**config.mk**
```make
export PLATFORM = sky130hd
export DESIGN_NAME = du_mem_unit
export DESIGN_NICKNAME = d
export VERILOG_FILES = /design/src/rtl/du_mem_unit.sv
export SDC_FILE = /design/constraint.sdc
export NUM_CORES = 1
export LEC_CHECK = 0
export CAP_MARGIN = 20
export CORE_MARGIN = 4
export CORE_UTILIZATION = 41
export DETAILED_ROUTE_END_ITERATION = 16
export PLACE_DENSITY = 0.77
export SKIP_LAST_GASP = 1
export SYNTH_ARGS = -nofsm -noshare
export SYNTH_HDL_FRONTEND = slang
export SYNTH_SLANG_ARGS = --single-unit
```
**constraint.sdc**
```tcl
create_clock -name clk -period 3.13 [get_ports clk]
set_input_delay 0.7825 -clock clk [delete_from_list [all_inputs] [get_ports clk]]
set_output_delay 0.7825 -clock clk [all_outputs]
set_load 0.01 [all_outputs]
```
**src/rtl/du_mem_unit.sv**
```systemverilog
// du_mem_unit: data-unit execution stage. Takes one load/store at a time from
// the issue window, computes its effective address and runs a req/ack
// handshake with data memory. It then returns the writeback/wakeup tuple
// and drives DU_busy back to the window.
module du_mem_unit #(
  parameter int IW_DEPTH = 16,
  parameter int ADDR_W   = 32,
  localparam int WW      = $clog2(IW_DEPTH)
) (
  input  logic              clk,
  input  logic              rst,
  input  logic              flush,
  input  logic              SL_DU_en,
  input  logic [WW-1:0]     SL_DU_Commit_Window,
  input  logic [5:0]        SL_DU_operation,
  input  logic [31:0]       SL_DU_imm,
  input  logic [5:0]        SL_DU_Rdst,
  input  logic [31:0]       rs1_data,
  input  logic [31:0]       rs2_data,
  output logic              mem_req,
  output logic              mem_we,
  output logic [ADDR_W-1:0] mem_addr,
  output logic [3:0]        mem_be,
  output logic [31:0]       mem_wdata,
  input  logic              mem_ack,
  input  logic [31:0]       mem_rdata,
  output logic              DU_Commit,
  output logic [5:0]        DU_Phydst,
  output logic [WW-1:0]     WB_DU_Commit_Window,
  output logic [31:0]       DU_wdata,
  output logic              DU_fault,
  output logic              DU_busy
);

  typedef enum logic [1:0] {
    IDLE  = 2'd0,
    REQ   = 2'd1,
    WB    = 2'd2,
    DRAIN = 2'd3
  } state_t;

  localparam logic [2:0] OP_LW  = 3'd0;
  localparam logic [2:0] OP_LH  = 3'd1;
  localparam logic [2:0] OP_LHU = 3'd2;
  localparam logic [2:0] OP_LB  = 3'd3;
  localparam logic [2:0] OP_LBU = 3'd4;
  localparam logic [2:0] OP_SW  = 3'd5;
  localparam logic [2:0] OP_SH  = 3'd6;
  localparam logic [2:0] OP_SB  = 3'd7;

  state_t        state_q, state_d;

  // Instruction fields latched at issue and held for the whole transaction.
  logic [2:0]    op_q;
  logic [31:0]   ea_q;
  logic [31:0]   sdata_q;
  logic [5:0]    rdst_q;
  logic [WW-1:0] win_q;

  // Registered writeback tuple.
  logic          commit_q;
  logic          fault_q;
  logic [5:0]    phydst_q;
  logic [WW-1:0] window_q;
  logic [31:0]   wdata_q;

  // Issue-cycle decode.
  logic [31:0]   issue_ea;
  logic [2:0]    issue_op;
  logic          issue_illegal;
  logic          issue_misaligned;
  logic          issue_fault;
  logic          issue_take;

  // Load formatting.
  logic [31:0]   load_shifted;
  logic [31:0]   load_result;
  logic          op_is_store;
  logic          enter_wb;

  logic [31:0]   ea_word;

  assign issue_ea      = rs1_data + SL_DU_imm;
  assign issue_op      = SL_DU_operation[2:0];
  assign issue_illegal = |SL_DU_operation[5:3];
  assign issue_fault   = issue_illegal | issue_misaligned;
  assign issue_take    = (state_q == IDLE) & SL_DU_en & ~flush;

  // Alignment check on the freshly computed effective address.
  always_comb begin
    issue_misaligned = 1'b0;
    case (issue_op)
      OP_LW, OP_SW:         issue_misaligned = |issue_ea[1:0];
      OP_LH, OP_LHU, OP_SH: issue_misaligned = issue_ea[0];
      default:              issue_misaligned = 1'b0;
    endcase
  end

  assign op_is_store  = (op_q == OP_SW) | (op_q == OP_SH) | (op_q == OP_SB);
  assign load_shifted = mem_rdata >> {ea_q[1:0], 3'b000};

  // Select the addressed lane and sign- or zero-extend it (little-endian).
  always_comb begin
    load_result = mem_rdata;
    case (op_q)
      OP_LH:   load_result = {{16{load_shifted[15]}}, load_shifted[15:0]};
      OP_LHU:  load_result = {16'h0000, load_shifted[15:0]};
      OP_LB:   load_result = {{24{load_shifted[7]}}, load_shifted[7:0]};
      OP_LBU:  load_result = {24'h000000, load_shifted[7:0]};
      default: load_result = mem_rdata;
    endcase
  end

  // Next-state logic; once a request is raised it is only ended by mem_ack or rst.
  always_comb begin
    state_d = state_q;
    case (state_q)
      IDLE: begin
        if (issue_take) begin
          state_d = issue_fault ? WB : REQ;
        end
      end
      REQ: begin
        if (mem_ack) begin
          state_d = flush ? IDLE : WB;
        end else if (flush) begin
          state_d = DRAIN;
        end
      end
      WB: begin
        state_d = IDLE;
      end
      DRAIN: begin
        if (mem_ack) begin
          state_d = IDLE;
        end
      end
      default: state_d = IDLE;
    endcase
  end

  assign enter_wb = (state_d == WB);

  // State register, issue latches and the registered writeback tuple.
  always_ff @(posedge clk) begin
    if (rst) begin
      state_q  <= IDLE;
      op_q     <= 3'd0;
      ea_q     <= 32'h0;
      sdata_q  <= 32'h0;
      rdst_q   <= 6'd0;
      win_q    <= '0;
      commit_q <= 1'b0;
      fault_q  <= 1'b0;
      phydst_q <= 6'd0;
      window_q <= '0;
      wdata_q  <= 32'h0;
    end else begin
      state_q <= state_d;
      if (issue_take) begin
        op_q    <= issue_op;
        ea_q    <= issue_ea;
        sdata_q <= rs2_data;
        rdst_q  <= SL_DU_Rdst;
        win_q   <= SL_DU_Commit_Window;
      end
      commit_q <= enter_wb;
      fault_q  <= enter_wb & (state_q == IDLE);
      if (enter_wb) begin
        phydst_q <= (state_q == IDLE) ? SL_DU_Rdst : rdst_q;
        window_q <= (state_q == IDLE) ? SL_DU_Commit_Window : win_q;
        wdata_q  <= ((state_q == REQ) & ~op_is_store) ? load_result : 32'h0;
      end else begin
        phydst_q <= 6'd0;
        window_q <= '0;
        wdata_q  <= 32'h0;
      end
    end
  end

  assign mem_req = (state_q == REQ) | (state_q == DRAIN);
  assign ea_word = {ea_q[31:2], 2'b00};

  // Memory-side drive, straight from latched state so it is stable while requesting.
  always_comb begin
    mem_we    = 1'b0;
    mem_addr  = '0;
    mem_be    = 4'b0000;
    mem_wdata = 32'h0;
    if (mem_req) begin
      mem_we   = op_is_store;
      mem_addr = ea_word[ADDR_W-1:0];
      mem_be   = 4'b1111;
      case (op_q)
        OP_SW: begin
          mem_wdata = sdata_q;
        end
        OP_SH: begin
          mem_be    = 4'b0011 << ea_q[1:0];
          mem_wdata = {2{sdata_q[15:0]}};
        end
        OP_SB: begin
          mem_be    = 4'b0001 << ea_q[1:0];
          mem_wdata = {4{sdata_q[7:0]}};
        end
        default: begin
          mem_be    = 4'b1111;
          mem_wdata = 32'h0;
        end
      endcase
    end
  end

  // A flush in the writeback cycle kills the commit pulse that is already on its way out.
  assign DU_Commit           = commit_q & ~flush;
  assign DU_fault            = fault_q & ~flush;
  assign DU_Phydst           = phydst_q;
  assign WB_DU_Commit_Window = window_q;
  assign DU_wdata            = wdata_q;
  assign DU_busy             = (state_q != IDLE);

endmodule

```
* Word-level counts from Yosys, hierarchy flattened
Cells that the tools add are included.
** Operators by class
- Reduce and logical (&&, ||, !) cells :: 9
- Eq/ne operators :: 15
- Add/subtract/negate cells :: 1
- Bitwise operators :: 14
- Shift-type cells :: 3
- Muxes and demuxes :: 17
** Operator list (count)
- one-hot mux 32 bit (4 select lines) :: 1
- one-hot mux 32 bit (3 select lines) :: 1
- two-way mux 32 bit :: 2
- adder 32 bit :: 1
- >> shifter 32 x 5 -> 16 bit :: 1
- == test 3 bit (second input constant) :: 6
- two-way mux 2 bit :: 6
- == test 3 x 2 -> 1 bit (second input constant) :: 3
- OR reduction 3 bit :: 3
- two-way mux 4 bit :: 2
- one-hot mux 2 bit (4 select lines) :: 1
- one-hot mux 4 bit (2 select lines) :: 1
- AND 1 bit :: 6
- == test 2 bit (second input constant) :: 3
- == test 3 x 1 -> 1 bit (second input constant) :: 2
- two-way mux 6 bit :: 1
- OR reduction 2 bit :: 3
- inverter 1 bit :: 4
- OR 1 bit :: 4
- << shifter 1 x 2 -> 4 bit (first input constant) :: 1
- << shifter 2 x 2 -> 4 bit (first input constant) :: 1
- logical NOT 3 bit :: 1
- == test 2 x 1 -> 1 bit (second input constant) :: 1
- logical NOT 2 bit :: 1
- other kinds (3) :: 3
** Storage, ports and cells
- Register bits :: 123
- Logic and storage cells :: 70

* Depth between registers and ports, before layout
- Word-level depth :: 10
- Mapped depth :: 11

* Worst setup path after synthesis
Ideal clock, no wire load.
- Path kind :: input port to flip-flop
- Start :: in SL_DU_imm[0]
- End :: reg wdata_q[16] (netlist: DU_wdata[16])
- Setup time :: 0.067 ns
- Path buffers :: 2
- Data arrival time :: 3.203 ns
- Setup slack :: -0.140 ns
- Stages :: 11
- Cells stage by stage :: ha_1 > inv_1 > fa_1 > o21ba_1 > a221oi_2 > o41ai_1 > a2111o_1 > or4b_1 > buf_2 > buf_6 > a21oi_2
** On the way
- Word-level cells in the longest chain between the ends :: 10
** RTL lines
- start, declared :: RTL line 16 : input logic [31:0] SL_DU_imm,
- adder 32 bit * :: RTL line 83 : assign issue_ea = rs1_data + SL_DU_imm;
- OR reduction 2 bit :: RTL line 93 : OP_LW, OP_SW: issue_misaligned = |issue_ea[1:0];
- one-hot mux 1 bit (2 select lines) * :: RTL line 92 : case (issue_op)
- OR 1 bit * :: RTL line 86 : assign issue_fault = issue_illegal | issue_misaligned;
- two-way mux 2 bit * :: RTL line 120 : state_d = issue_fault ? WB : REQ;
- two-way mux 2 bit * :: RTL line 119 : if (issue_take) begin
- one-hot mux 2 bit (4 select lines) * :: RTL line 117 : case (state_q)
- == test 2 bit * :: RTL line 142 : assign enter_wb = (state_d == WB);
- inverter 1 bit (no source line) *
- OR reduction 3 bit (no source line) *
- end signal, assigned :: RTL line 172 : wdata_q <= ((state_q == REQ) & ~op_is_store) ? load_result : 32'h0;
- end, declared :: RTL line 65 : logic [31:0] wdata_q;
Every way passes the cells marked *; elsewhere a longest branch is shown, timed or not.
A chain may end at the register's enable or synchronous reset.

* Worst setup path in the final report
- Start :: in SL_DU_imm[0]
- End :: reg wdata_q[18] (netlist: DU_wdata[18])
The elaborated chain is that of the path after synthesis.

==> metrics.md <==
| Metric | Value |
|---|---|
| CP Cell Sequence | `buf_2 -> ha_4 -> inv_2 -> fa_1 -> o21ba_1 -> a221oi_2 -> o41ai_2 -> a2111o_1 -> or4b_4 -> clkbuf_16 -> a21oi_2` |
| Worst Hold Class | `flip-flop to flip-flop` |
| Core area | `0.01742 sq mm` |
| Final Cycle Share | `0.9842` |
| I/O pin count | `between 200 and 300` |
| Ratio of cells with drive above 1 in the final layout | `0.1354` |
| VDD IR-drop max | `0.3673 mV` |
| Nets@finish | `roughly 1500` |
| Crit path kind | `primary input to flip-flop` |
| Arrival time at the worst endpoint | `3.43 ns` |
| Fin Clk Skew | `between 0.01 and 0.015 ns` |
| Post-synth top flop | `dfxtp_1` |
| EDFF count, synth | `0` |
| Die W | `141.9 um` |
| Worst skew pair latency | `0.42 ns` |
| Clk slew on worst S/H paths | `0.06 ns` |
| Count leader, synth | `nand2_1` |
| Fin util | `0.6636` |
| Crit Path Max Fanout | `8` |
| WL final | `26160 um` |
| Placed Cells incl. Taps | `roughly 1500` |
| Max Clk Rate | `around 320 MHz` |
| Site row count | `48` |
| Global route total overflow | `0` |
| Commonest cells post-synth | `nand2_1 (215), a21oi_1 (133), dfxtp_1 (123)` |
| Fin cells | `1577` |
| CP peak stage delay | `0.62 ns` |
| Worst path slowest cell | `or4b_4` |
| Min Tclk post-route | `3.080 ns` |
| Post-DRT Antenna Nets | `0` |
| WL/cell | `roughly 17 um` |
| DRC | `0` |
| CTS Buf Count | `17` |
| Routed vias/inst | `5.471` |
| Yosys cell types | `65` |
| Longest Clk Path Bufs | `2` |
| Worst Hold Launch | `ea_q[2]$_SDFFE_PP0P_` |
| Final max-slew violation count | `0` |
| Hold EP | `ea_q[2]$_SDFFE_PP0P_` |
| # diodes | `0` |
| Layout area overhead | `57.22%` |
| Crit start category | `primary input` |
| Seq/Total Area, Yosys | `0.3349` |
| Top cell type by total area after synthesis | `dfxtp_1` |
| Synth top area share | `0.3349` |
| Die footprint | `0.02014 sq mm` |
| PwrDens | `425.7 mW/mm^2` |
| Initial antenna violation count | `1` |
| Initial Util | `0.4221` |
| I/O Buffers | `261` |
| CTS Root Cell | `clkbuf_16` |
| # clock sinks | `around 120` |
| Die height | `141.9 um` |
| Worst Path Required | `3.48 ns` |
| Synth Cell Area | `between 0.007 and 0.008 sq mm` |
| Fin. Hold Viols | `0` |
| Flop-to-flop setup slack | `0.57 ns` |
| Async set-or-reset flop fraction in the synthesized netlist | `0` |
| H-tree levels | `4` |
| Final setup violation count | `0` |
| Actual slew at the worst max-slew pin | `0.6886 ns` |
| Leak | `4.459 nW` |
| Gr usage total | `0.2524` |
| Yosys reg bits | `123` |
| Top post-synthesis cells by area | `dfxtp_1 (33%), nand2_1 (11%), a21oi_1 (9.1%)` |
| Initial DRC Count | `a little over 600` |
| Synth warn | `0` |
| Reg2reg start | `state_q[0]$_SDFF_PP0_` |
| Drt pass-1 iters | `6` |
| Worst r2r dst | `DU_wdata[18]$_SDFF_PP0_` |
| Largest net degree at the start of global routing | `39` |
| Mapped Cells | `1013` |
| Worst Reg-to-Reg Cells | `7` |
| Status | `finished clean` |
| DP Wirelength | `20000 um` |
| First-pass GRT wire length | `41210 um` |
| Mean Syn Cell Area | `7.258 sq um` |
| Vias in the first global route | `around 8300` |
| CTS tree | `done` |
| RePlAce Congestion | `0.9378` |
| Via Count | `about 8600` |
| Max-slew headroom | `0.5392` |
| Max-cap viol count | `0` |
| Endpoint class of the critical path | `flip-flop` |
| Hold path cells | `2` |
==> cells in the final DEF, fill, tap and decap left out, drive strengths merged, types with 4 or more instances in the layout <==
| master | count |
|---|---|
| clkdlybuf4s50 | 256 |
| nand2 | 215 |
| a21oi | 148 |
| dfxtp | 123 |
| buf | 116 |
| nor2 | 81 |
| o21ai | 56 |
| and2 | 48 |
| ha | 31 |
| inv | 25 |
| a22oi | 19 |
| clkbuf | 18 |
| nor3 | 16 |
| o21a | 13 |
| nand3 | 13 |
| a211oi | 13 |
| mux2i | 11 |
| or3 | 11 |
| nor2b | 10 |
| nand4 | 9 |
| o22ai | 8 |
| a21o | 8 |
| o211ai | 8 |
| o31ai | 8 |
| nand2b | 6 |
| o31a | 5 |
| and3 | 5 |
| or2 | 4 |
| o21bai | 4 |
| nand3b | 4 |
| xnor2 | 4 |
| bufinv | 4 |
| clkinv | 4 |
==> how the worst max path moves through the flow <==
| stage | startpoint | to | slack (ns) | cells past startpoint |
|---|---|---|---|---|
| finish | SL_DU_imm[0] | DU_wdata[18]$_SDFF_PP0_ | 0.05 | 11 |
| global route | SL_DU_imm[0] | DU_wdata[30]$_SDFF_PP0_ | -0.001 | 11 |
| global placement | SL_DU_imm[0] | DU_wdata[7]$_SDFF_PP0_ | -0.63 | 11 |
| CTS | SL_DU_imm[0] | DU_wdata[7]$_SDFF_PP0_ | 0.0006 | 11 |
| floorplan | SL_DU_imm[0] | DU_wdata[16]$_SDFF_PP0_ | -0.04 | 11 |
| detailed placement | SL_DU_imm[0] | DU_wdata[7]$_SDFF_PP0_ | -0.75 | 11 |
==> metal layers <==
layer	global-route usage	up-vias	share of wire
met5	0	-	0.00050
met4	0.1071	2	0.037
met3	0.04685	71	0.074
met2	0.4249	389	0.48
met1	0.3172	3964	0.41
li1	-	4201	-
==> flip-flops by register name, summed over array words and instances, names as in the netlist <==
register / cells
WB_DU_Commit_Window: 4
sdata_q: 32
state_q: 2
commit_q: 1
DU_wdata: 32
DU_Phydst: 6
fault_q: 1
win_q: 4
ea_q: 32
op_q: 3
rdst_q: 6
==> kinds of logic after synthesis <==
kind of cell | Yosys count | synth area share
simple gates | 431 | 0.2643
compound gates | 320 | 0.2723
flops | 123 | 0.3349
buf+inv | 89 | 0.05037
fa+ha+maj | 32 | 0.05548
mux | 11 | 0.01498
xor+xnor | 6 | 0.007148
other cells | 1 | 0.0005101
==> power breakdown <==
group | switching (mW) | internal (mW)
combinational | 0.554 | 0.548
clock | 0.779 | 1.35
sequential | 0.0503 | 1.64
total | 1.38 | 3.54
==> worst max-delay path, delay by kind of cell <==
family	cells	cell delay (ns)
AO/OA/AOI/OAI	5	1.06
adder cells (fa/ha/maj)	2	0.61
buffers and inverters	3	0.36
AND/OR/NAND/NOR	1	0.62
==> through the flow <==
step	TNS, ns	hold WS (ns)	cell area [sq um]	power (mW)	setup WS (ns)
6_report	0	0.4467	11560	4.921	0.04952
5_1_grt	-0.001233	0.4629	11560	5.147	-0.001233
4_1_cts	0	0.4480	11520	4.932	0.0005520
3_5_place_dp	-26.51	0.4414	10810	2.800	-0.7504
3_3_place_gp	-22.13	0.4344	10810	2.780	-0.6279
2_1_floorplan	-0.8363	0.4166	7386	2.272	-0.04368
==> cell type report <==
type	instances	area (sq um)
repair buffers	375	3540
well taps	225	281.5
flip-flops and latches	123	2464
clock inverters	15	211.5
clock buffers	17	425.4
inverters	20	75.07
fillers	1493	5858
multi-input cells	802	4562
==> what timing repair did <==
action | CTS | global route
gates resized for setup | 15 | 5
cloned | 2 | 1
hold buffers | 0 | 0
setup buffers | 2 | 0
pin swaps | 6 | 5
endpoints found under the setup margin | 32 | 51
Note: power is estimated with default switching activity, not from simulation.
